`src/rtl/uart_pkg.sv`:
```
// Shared UART encodings and board-clock defaults.
package uart_pkg;

  typedef enum logic [1:0] {
    ST_IDLE  = 2'd0,
    ST_START = 2'd1,
    ST_DATA  = 2'd2,
    ST_STOP  = 2'd3
  } uartState_t;

  // 50 MHz board clock at 115200 baud
  localparam int CLKS_PER_BIT = 434;
  localparam int DATA_BITS    = 8;

endpackage

```
`src/rtl/sync_fifo.sv`:
```
// Single-clock FIFO with show-ahead read; pointers wrap modulo DEPTH (power of 2).
module sync_fifo #(
  parameter int WIDTH = 8,
  parameter int DEPTH = 4
) (
  input  logic                     clk,
  input  logic                     reset,
  input  logic                     push,
  input  logic [WIDTH-1:0]         din,
  input  logic                     pop,
  output logic [WIDTH-1:0]         dout,
  output logic                     full,
  output logic                     empty,
  output logic [$clog2(DEPTH):0]   count
);

  localparam int AW = $clog2(DEPTH);
  localparam logic [AW:0] CNT_FULL = (AW+1)'(DEPTH);

  logic [WIDTH-1:0] mem [DEPTH];
  logic [AW-1:0]    wrPtr, rdPtr;
  logic             doPush, doPop;

  assign full   = (count == CNT_FULL);
  assign empty  = (count == '0);
  assign doPush = push && !full;
  assign doPop  = pop && !empty;
  assign dout   = mem[rdPtr];

  always_ff @(posedge clk or negedge reset) begin
    if (!reset) begin
      wrPtr <= '0;
      rdPtr <= '0;
      count <= '0;
    end else begin
      if (doPush) wrPtr <= wrPtr + 1'b1;
      if (doPop)  rdPtr <= rdPtr + 1'b1;
      case ({doPush, doPop})
        2'b10:   count <= count + 1'b1;
        2'b01:   count <= count - 1'b1;
        default: count <= count;
      endcase
    end
  end

  // Storage needs no reset; only entries between the pointers are ever read.
  always_ff @(posedge clk) begin
    if (doPush) mem[wrPtr] <= din;
  end

endmodule

```
`src/rtl/uart_tx.sv`:
```
// 8N1 UART transmitter: valid/ready byte input, FIFO buffering, internal bit timing.
module uart_tx
  import uart_pkg::*;
#(
  parameter int CLKS_PER_BIT = uart_pkg::CLKS_PER_BIT,
  parameter int DATA_BITS    = uart_pkg::DATA_BITS,
  parameter int FIFO_DEPTH   = 4
) (
  input  logic                 clk,
  input  logic                 reset,
  input  logic [DATA_BITS-1:0] tx_data,
  input  logic                 tx_valid,
  output logic                 tx_ready,
  output logic                 tx,
  output logic                 busy
);

  localparam int CW = (CLKS_PER_BIT > 1) ? $clog2(CLKS_PER_BIT) : 1;
  localparam int BW = (DATA_BITS > 1) ? $clog2(DATA_BITS) : 1;
  localparam int AW = $clog2(FIFO_DEPTH);
  localparam logic [CW-1:0] CYC_LAST = CW'(CLKS_PER_BIT - 1);
  localparam logic [BW-1:0] BIT_LAST = BW'(DATA_BITS - 1);

  uartState_t           state, stateNext;
  logic [CW-1:0]        cyc, cycNext;
  logic [BW-1:0]        bitIdx, bitNext;
  logic [DATA_BITS-1:0] shift, shiftNext;
  logic                 txNext;
  logic                 pop, bitEnd;
  logic [DATA_BITS-1:0] fifoDout;
  logic                 fifoFull, fifoEmpty;
  logic [AW:0]          fifoCount;

  sync_fifo #(.WIDTH(DATA_BITS), .DEPTH(FIFO_DEPTH)) uFifo (
    .clk   (clk),
    .reset (reset),
    .push  (tx_valid),
    .din   (tx_data),
    .pop   (pop),
    .dout  (fifoDout),
    .full  (fifoFull),
    .empty (fifoEmpty),
    .count (fifoCount)
  );

  assign tx_ready = !fifoFull;
  assign busy     = (state != ST_IDLE) || (fifoCount != '0);
  assign bitEnd   = (cyc == CYC_LAST);

  always_ff @(posedge clk or negedge reset) begin
    if (!reset) begin
      state  <= ST_IDLE;
      cyc    <= '0;
      bitIdx <= '0;
      shift  <= '0;
      tx     <= 1'b1;
    end else begin
      state  <= stateNext;
      cyc    <= cycNext;
      bitIdx <= bitNext;
      shift  <= shiftNext;
      tx     <= txNext;
    end
  end

  // tx is computed one cycle ahead so the registered line changes exactly on bit boundaries.
  always_comb begin
    stateNext = state;
    cycNext   = cyc;
    bitNext   = bitIdx;
    shiftNext = shift;
    txNext    = tx;
    pop       = 1'b0;
    case (state)
      ST_IDLE: begin
        txNext = 1'b1;
        if (!fifoEmpty) begin
          pop       = 1'b1;
          shiftNext = fifoDout;
          cycNext   = '0;
          stateNext = ST_START;
          txNext    = 1'b0;
        end
      end
      ST_START: begin
        if (bitEnd) begin
          cycNext   = '0;
          bitNext   = '0;
          stateNext = ST_DATA;
          txNext    = shift[0];
        end else begin
          cycNext = cyc + 1'b1;
        end
      end
      ST_DATA: begin
        if (bitEnd) begin
          cycNext   = '0;
          shiftNext = shift >> 1;
          if (bitIdx == BIT_LAST) begin
            stateNext = ST_STOP;
            txNext    = 1'b1;
          end else begin
            bitNext = bitIdx + 1'b1;
            txNext  = shiftNext[0];
          end
        end else begin
          cycNext = cyc + 1'b1;
        end
      end
      ST_STOP: begin
        if (bitEnd) begin
          cycNext = '0;
          // Queued byte starts straight after the stop bit, no idle gap.
          if (!fifoEmpty) begin
            pop       = 1'b1;
            shiftNext = fifoDout;
            stateNext = ST_START;
            txNext    = 1'b0;
          end else begin
            stateNext = ST_IDLE;
            txNext    = 1'b1;
          end
        end else begin
          cycNext = cyc + 1'b1;
        end
      end
      default: begin
        stateNext = ST_IDLE;
        txNext    = 1'b1;
      end
    endcase
  end

endmodule
```
`config.mk`:
```
export PLATFORM = sky130hd
export DESIGN_NAME = uart_tx
export DESIGN_NICKNAME = d
export VERILOG_FILES = /design/src/rtl/uart_pkg.sv /design/src/rtl/sync_fifo.sv /design/src/rtl/uart_tx.sv
export SDC_FILE = /design/constraint.sdc
export NUM_CORES = 1
export LEC_CHECK = 0
export BUFFER_PORTS_ARGS = -buffer_cell sky130_fd_sc_hd__buf_2
export CAP_MARGIN = 20
export CORE_ASPECT_RATIO = 0.6
export CORE_UTILIZATION = 25
export DETAILED_ROUTE_END_ITERATION = 16
export PLACE_DENSITY = 0.46
export SYNTH_ARGS = -nofsm -noshare
export SYNTH_HDL_FRONTEND = slang
export SYNTH_SLANG_ARGS = --single-unit
```
`constraint.sdc`:
```
create_clock -name clk -period 2.3 [get_ports clk]
set_input_delay 0.23 -clock clk [delete_from_list [all_inputs] [get_ports clk]]
set_output_delay 0.23 -clock clk [all_outputs]
set_load 0.03 [all_outputs]
```
## Word level (Yosys, flattened, before mapping)

Memories as Yosys holds them, arrays and structs flattened.
Index checks and enable logic that the tools add are counted.

- Register bits: 30
- Latch bits: 0
- RAM bits: 32
- Memory bits (read-only): 0
- Output and inout bits: 3
- Word-level logic and storage cells: 76
- Memories: 1

Memory list:

| name | words | width | rd ports | clocked after Yosys merged registers in | write ports | line | RTL |
|---|---|---|---|---|---|---|---|
| uFifo.mem | 4 | 8 | 1 | 0 | 1 | sync_fifo.sv:20 | `logic [WIDTH-1:0] mem [DEPTH];` |

- Add/sub/neg operators: 6
- Multiply operators: 0
- Divide/modulo/power cells: 0
- Order comparisons: 0
- Equal/unequal tests: 14
- Shifts and indexed selects: 0
- Muxes and demuxes: 30
- Bitwise gates (word level): 0
- Reductions and logical operators: 17

Operators with widths:

| kind | count |
|---|---|
| 8-bit 2-to-1 mux | 3 |
| 8-bit one-hot mux with 3 select lines | 1 |
| 9-bit 2-to-1 mux | 2 |
| 9-bit one-hot mux with 2 select lines | 1 |
| 2-bit != test (second input constant) | 6 |
| 3-bit one-hot mux with 2 select lines | 2 |
| 1-bit 2-to-1 mux | 10 |
| 2-bit 2-to-1 mux | 5 |
| 9-bit by 1-bit adder with 9-bit output (second input constant) | 1 |
| 9-bit == test (second input constant) | 1 |
| 3-bit 2-to-1 mux | 3 |
| 2-bit one-hot mux with 4 select lines | 1 |
| 3-bit by 1-bit adder with 3-bit output (second input constant) | 2 |
| 2-bit == test (second input constant) | 3 |
| 3-bit == test (second input constant) | 2 |
| 3-bit AND reduction | 2 |
| 2-bit nonzero test | 3 |
| 3-bit nonzero test | 2 |
| 5-bit AND reduction | 1 |
| 2-bit by 1-bit adder with 2-bit output (second input constant) | 2 |
| 2-bit by 1-bit == test with 1-bit output (second input constant) | 2 |
| 1-bit one-hot mux with 4 select lines | 1 |
| 4-bit AND reduction | 1 |
| 3-bit logical NOT | 1 |
| 7 further kinds | 9 |

## Longest topological paths before layout

- Depth after elaboration: 7
- Mapped depth: 11
- Depth with buffers taken out: 11

## Cells and area by module

A second synthesis with hierarchy kept.

- Cell total of the unflattened synthesis: 206
- Area total of the unflattened synthesis: 2,972.9 µm²

By module, submodules not included:

| module | instances | cells an instance | area an instance (µm²) | seq. area each (µm²) |
|---|---|---|---|---|
| sync_fifo | 1 | 79 | 1,592.8 | 1,136.1 |
| uart_tx | 1 | 127 | 1,380.1 | 576.8 |

## Least setup slack after synthesis

No wires, ideal clock.

- Path kind: register to register
- Start: reg uFifo.count[0]
- End: reg uFifo.count[2]
- Library setup time: 0.079 ns
- Arrival: 2.178 ns
- Data required time: 2.221 ns
- Setup slack: 0.043 ns
- Cell stages (with the launch flop): 11
- Path buffers: 0
- Clock period less this slack: 2.257 ns
- Cell sequence: dfrtp_1 -> inv_1 -> nand3_1 -> and2_1 -> inv_1 -> ha_1 -> inv_1 -> fa_1 -> xor2_1 -> nor2_1 -> xor2_1

RTL lines:

| element | line | RTL |
|---|---|---|
| start, declared | sync_fifo.sv:14 | `output logic [$clog2(DEPTH):0] count` |
| start signal, assigned | sync_fifo.sv:39 | `2'b10: count <= count + 1'b1;` |
| start signal, assigned | sync_fifo.sv:40 | `2'b01: count <= count - 1'b1;` |
| start signal, assigned | sync_fifo.sv:41 | `default: count <= count;` |
| 3-bit == test * | sync_fifo.sv:24 | `assign full = (count == CNT_FULL);` |
| 1-bit logical NOT * | - |  |
| named net tx_ready | uart_tx.sv:13 | `output logic tx_ready,` |
| 1-bit logical AND * | sync_fifo.sv:26 | `assign doPush = push && !full;` |
| 2-bit by 1-bit == test with 1-bit output or 2-bit == test (tied branches) | sync_fifo.sv:38 | `case ({doPush, doPop})` |
| 3-bit one-hot mux with 2 select lines or 2-bit nonzero test (tied branches) | - |  |

The timed path passes the listed nets; every way through them passes the cells marked *.
A chain may end at the register's enable or synchronous reset.

## Worst setup path after layout

- Start: reg cyc[1]
- End: reg uFifo.count[2]

- Word-level cells in the longest chain between the ends: 6

RTL lines:

| element | line | RTL |
|---|---|---|
| start, declared | uart_tx.sv:25 | `logic [CW-1:0] cyc, cycNext;` |
| start signal, assigned | uart_tx.sv:59 | `cyc <= cycNext;` |
| 9-bit == test * | uart_tx.sv:48 | `assign bitEnd = (cyc == CYC_LAST);` |
| 1-bit 2-to-1 mux * | uart_tx.sv:111 | `if (bitEnd) begin` |
| 1-bit one-hot mux with 2 select lines * | uart_tx.sv:74 | `case (state)` |
| 1-bit logical AND * | sync_fifo.sv:27 | `assign doPop = pop && !empty;` |
| named net uFifo.doPop | sync_fifo.sv:22 | `logic doPush, doPop;` |
| 2-bit by 1-bit == test with 1-bit output or 2-bit == test (tied branches) | sync_fifo.sv:38 |  |
| 3-bit one-hot mux with 2 select lines or 2-bit nonzero test (tied branches) | - |  |

Marked as above.

==> flow_metrics.tcl <==
set metrics [dict create \
    port_buffers 13 \
    skew_ns 0.00404 \
    pwr_density_cell_nw_per_um2 836 \
    drv_cap 0 \
    finalHoldViolCount 0 \
    rr_worst_depth 12 \
    antenna_found_initial 0 \
    ys_seq_elements 62 \
    die_w_um 143 \
    grt_pass1_vias 1794 \
    gp_congestion 0.747 \
    min_path_cells 1 \
    grtUsageTotal 0.105 \
    final_design_area_no_fill_um2 3690 \
    grt_max_degree 31 \
    h-tree-depth 3 \
    path_max_fanout 2 \
    grt_overflow 0 \
    cts_buffers 9 \
    clock-sinks 62 \
    routed_wirelength_um 5740 \
    tritoncts "yes" \
    use_met3 0.0414 \
    post_drt_wl_per_cell_um 13.8 \
    fin_crit_ns 2.24 \
    chipHeight_um 86.3 \
    synth.distinct_cells 49 \
    drt-initial-drc-count 77 \
    synth-edff-count 32 \
    timing.final.crit_share 0.973 \
    final_cell_mix "32 x edfxtp_1, 29 x dfrtp_1, 25 x buf_4" \
    cts_root_buf "clkbuf_16" \
    cp.arrival_ns 2.49 \
    yosysSeqAreaShare 0.578 \
    end_kind "register" \
    core.rowCount 30 \
    ant_nets 0 \
    status "completed" \
    dieArea_um2 12300 \
    synthesis.nets 233 \
    met1_usage 0.156 \
    yosysTopAreaCell "edfxtp_1" \
    area_growth_pct 24.5 \
    holdWs_ns 0.115 \
    dpl.hpwl_um 4130 \
    dp.cells 397 \
    ioPinCount 14 \
    met2_usage 0.135 \
    power_leakage_nw 1.52 \
    synth_warnings 0 \
    insertion_delay_ns 0.33 \
    vias 1731 \
    worst_slew_pin_slew_ns 0.726 \
    via_per_inst 4.15 \
    required_ns 2.55 \
    finalSetupViolCount 0 \
    grt_pass1_wl_um 9450 \
    yosysTopAreaCellShare 0.324 \
    initial_core_util 0.260 \
    synthFlopType "edfxtp_1" \
    ir_drop_mv 0.441 \
    critical_path_class "reg2reg" \
    synthCells 206 \
    finalNonFillerCells 417 \
    async_flop_share 0.484 \
    insertedDiodeCount 0 \
    hold_path_class "in2reg" \
    synth_area_um2 2960 \
    core-area_um2 11400 \
    max_freq_ghz 0.447 \
    start_kind "register" \
    rsz0062_at_grt "yes" \
    firstDrtPassIters 4 \
    relSlewSlack 0.516 \
    layout_commonest_cell "edfxtp_1" \
    syn_avg_cell_area_um2 14.4 \
    clockBufferDepth 2 \
    busiest_layer "met1" \
    final_layout_size_suffix_gt1_frac 0.315 \
    finalMaxSlewViolations 0 \
    place_area_um2 3360 \
    drc 0 \
    nets 279 \
    clkTransAtPathRegs_ns 0.06 \
    ys_top_cells_by_area "edfxtp_1 32%, dfrtp_1 24%, ha_1 6.3%, mux2_4 3.5%, mux4_1 3.5%" \
]
registers in the layout, indices dropped and copies added, names as in the netlist:
name / flops
bitIdx: 3
cyc: 9
shift: 8
state: 2
tx: 1
uFifo.count: 3
uFifo.mem: 32
uFifo.rdPtr: 2
uFifo.wrPtr: 2
power breakdown:
group | internal [mW] | leakage, nW | switching (mW) | total [mW]
logic | 0.165 | 0.722 | 0.226 | 0.391
registers | 1.34 | 0.658 | 0.0836 | 1.43
clock network | 0.743 | 0.141 | 0.522 | 1.27
total | 2.25 | 1.52 | 0.832 | 3.08
kinds of logic after synthesis:
logic type	count (synthesis)	share of synthesized area
muxes	25	0.138
and+or+nand+nor	51	0.0967
buffers and inverters	17	0.0270
DFF	62	0.578
adders and majority gates	16	0.0701
xor gates and xnor gates	13	0.0384
AOI/OAI and AO/OA	22	0.0515
synth_stat cells, drive strengths merged, types with 2 or more instances:
cell     n
a22o     2
nand4    2
nor4b    3
mux2i    2
nand2    9
nand3    4
buf      3
nor2    15
o21ai    7
inv     12
dfrtp   29
xor2     5
and3     4
o21a     2
xnor2    8
mux2    15
ha      15
a21oi    3
mux4     8
nor3     6
edfxtp  32
routing by layer:
layer / vias up / part of all wire
met4: 0 / 0.0049
met1: 846 / 0.56
li1: 856 / -
met5: - / 0
met3: 6 / 0.034
met2: 23 / 0.40
critical path: stages, from the launching register on:
cell	delay, ns
dfrtp_1	0.37
inv_1	0.06
ha_2	0.16
nand4b_1	0.13
nor3_2	0.20
buf_4	0.14
o21a_1	0.13
ha_2	0.19
inv_2	0.04
fa_2	0.33
xor2_1	0.14
nor2_1	0.11
xor2_1	0.16
path summary, 6_finish.rpt:
check                      startpoint               to  slack, ns
max                            cyc[1]   uFifo.count[2]       0.06
min                        tx_data[2]  uFifo.mem[1][2]       0.11
max reg2reg                    cyc[1]   uFifo.count[2]       0.06
min reg2reg                  shift[2]         shift[2]       0.51
max in group asynchronous       reset         shift[3]       1.34
min in group asynchronous       reset           cyc[7]       0.50
metrics by stage:
step	worst slack (ns)	setup TNS, ns	util	power [mW]
3_5_place_dp	-0.0232	-0.0232	0.295	1.84
6_report	0.0630	0	0.323	3.08
5_1_grt	-0.155	-0.155	0.323	3.25
2_1_floorplan	0.0430	0	-	1.69
4_1_cts	-0.0199	-0.0199	0.323	3.13
3_3_place_gp	0.0755	0	0.295	1.84
layout make-up:
cell class / count / area [um^2]
multi-input cells: 127 / 1180
fillers: 1148 / 7720
flip-flops and latches: 62 / 1710
clock buffers: 9 / 225
clock inverters: 7 / 57.6
inverters: 13 / 48.8
repair buffers: 39 / 263
well taps: 160 / 200
what timing repair did:
action | CTS | global route
setup endpoints to repair | 1 | 2
setup buffers | 2 | 1
hold buffers | 1 | 0
gates resized for setup | 3 | 2
pin swaps | 4 | 4
endpoints found under the hold margin | 29 | 0
Note: power is estimated with default switching activity, not from simulation.
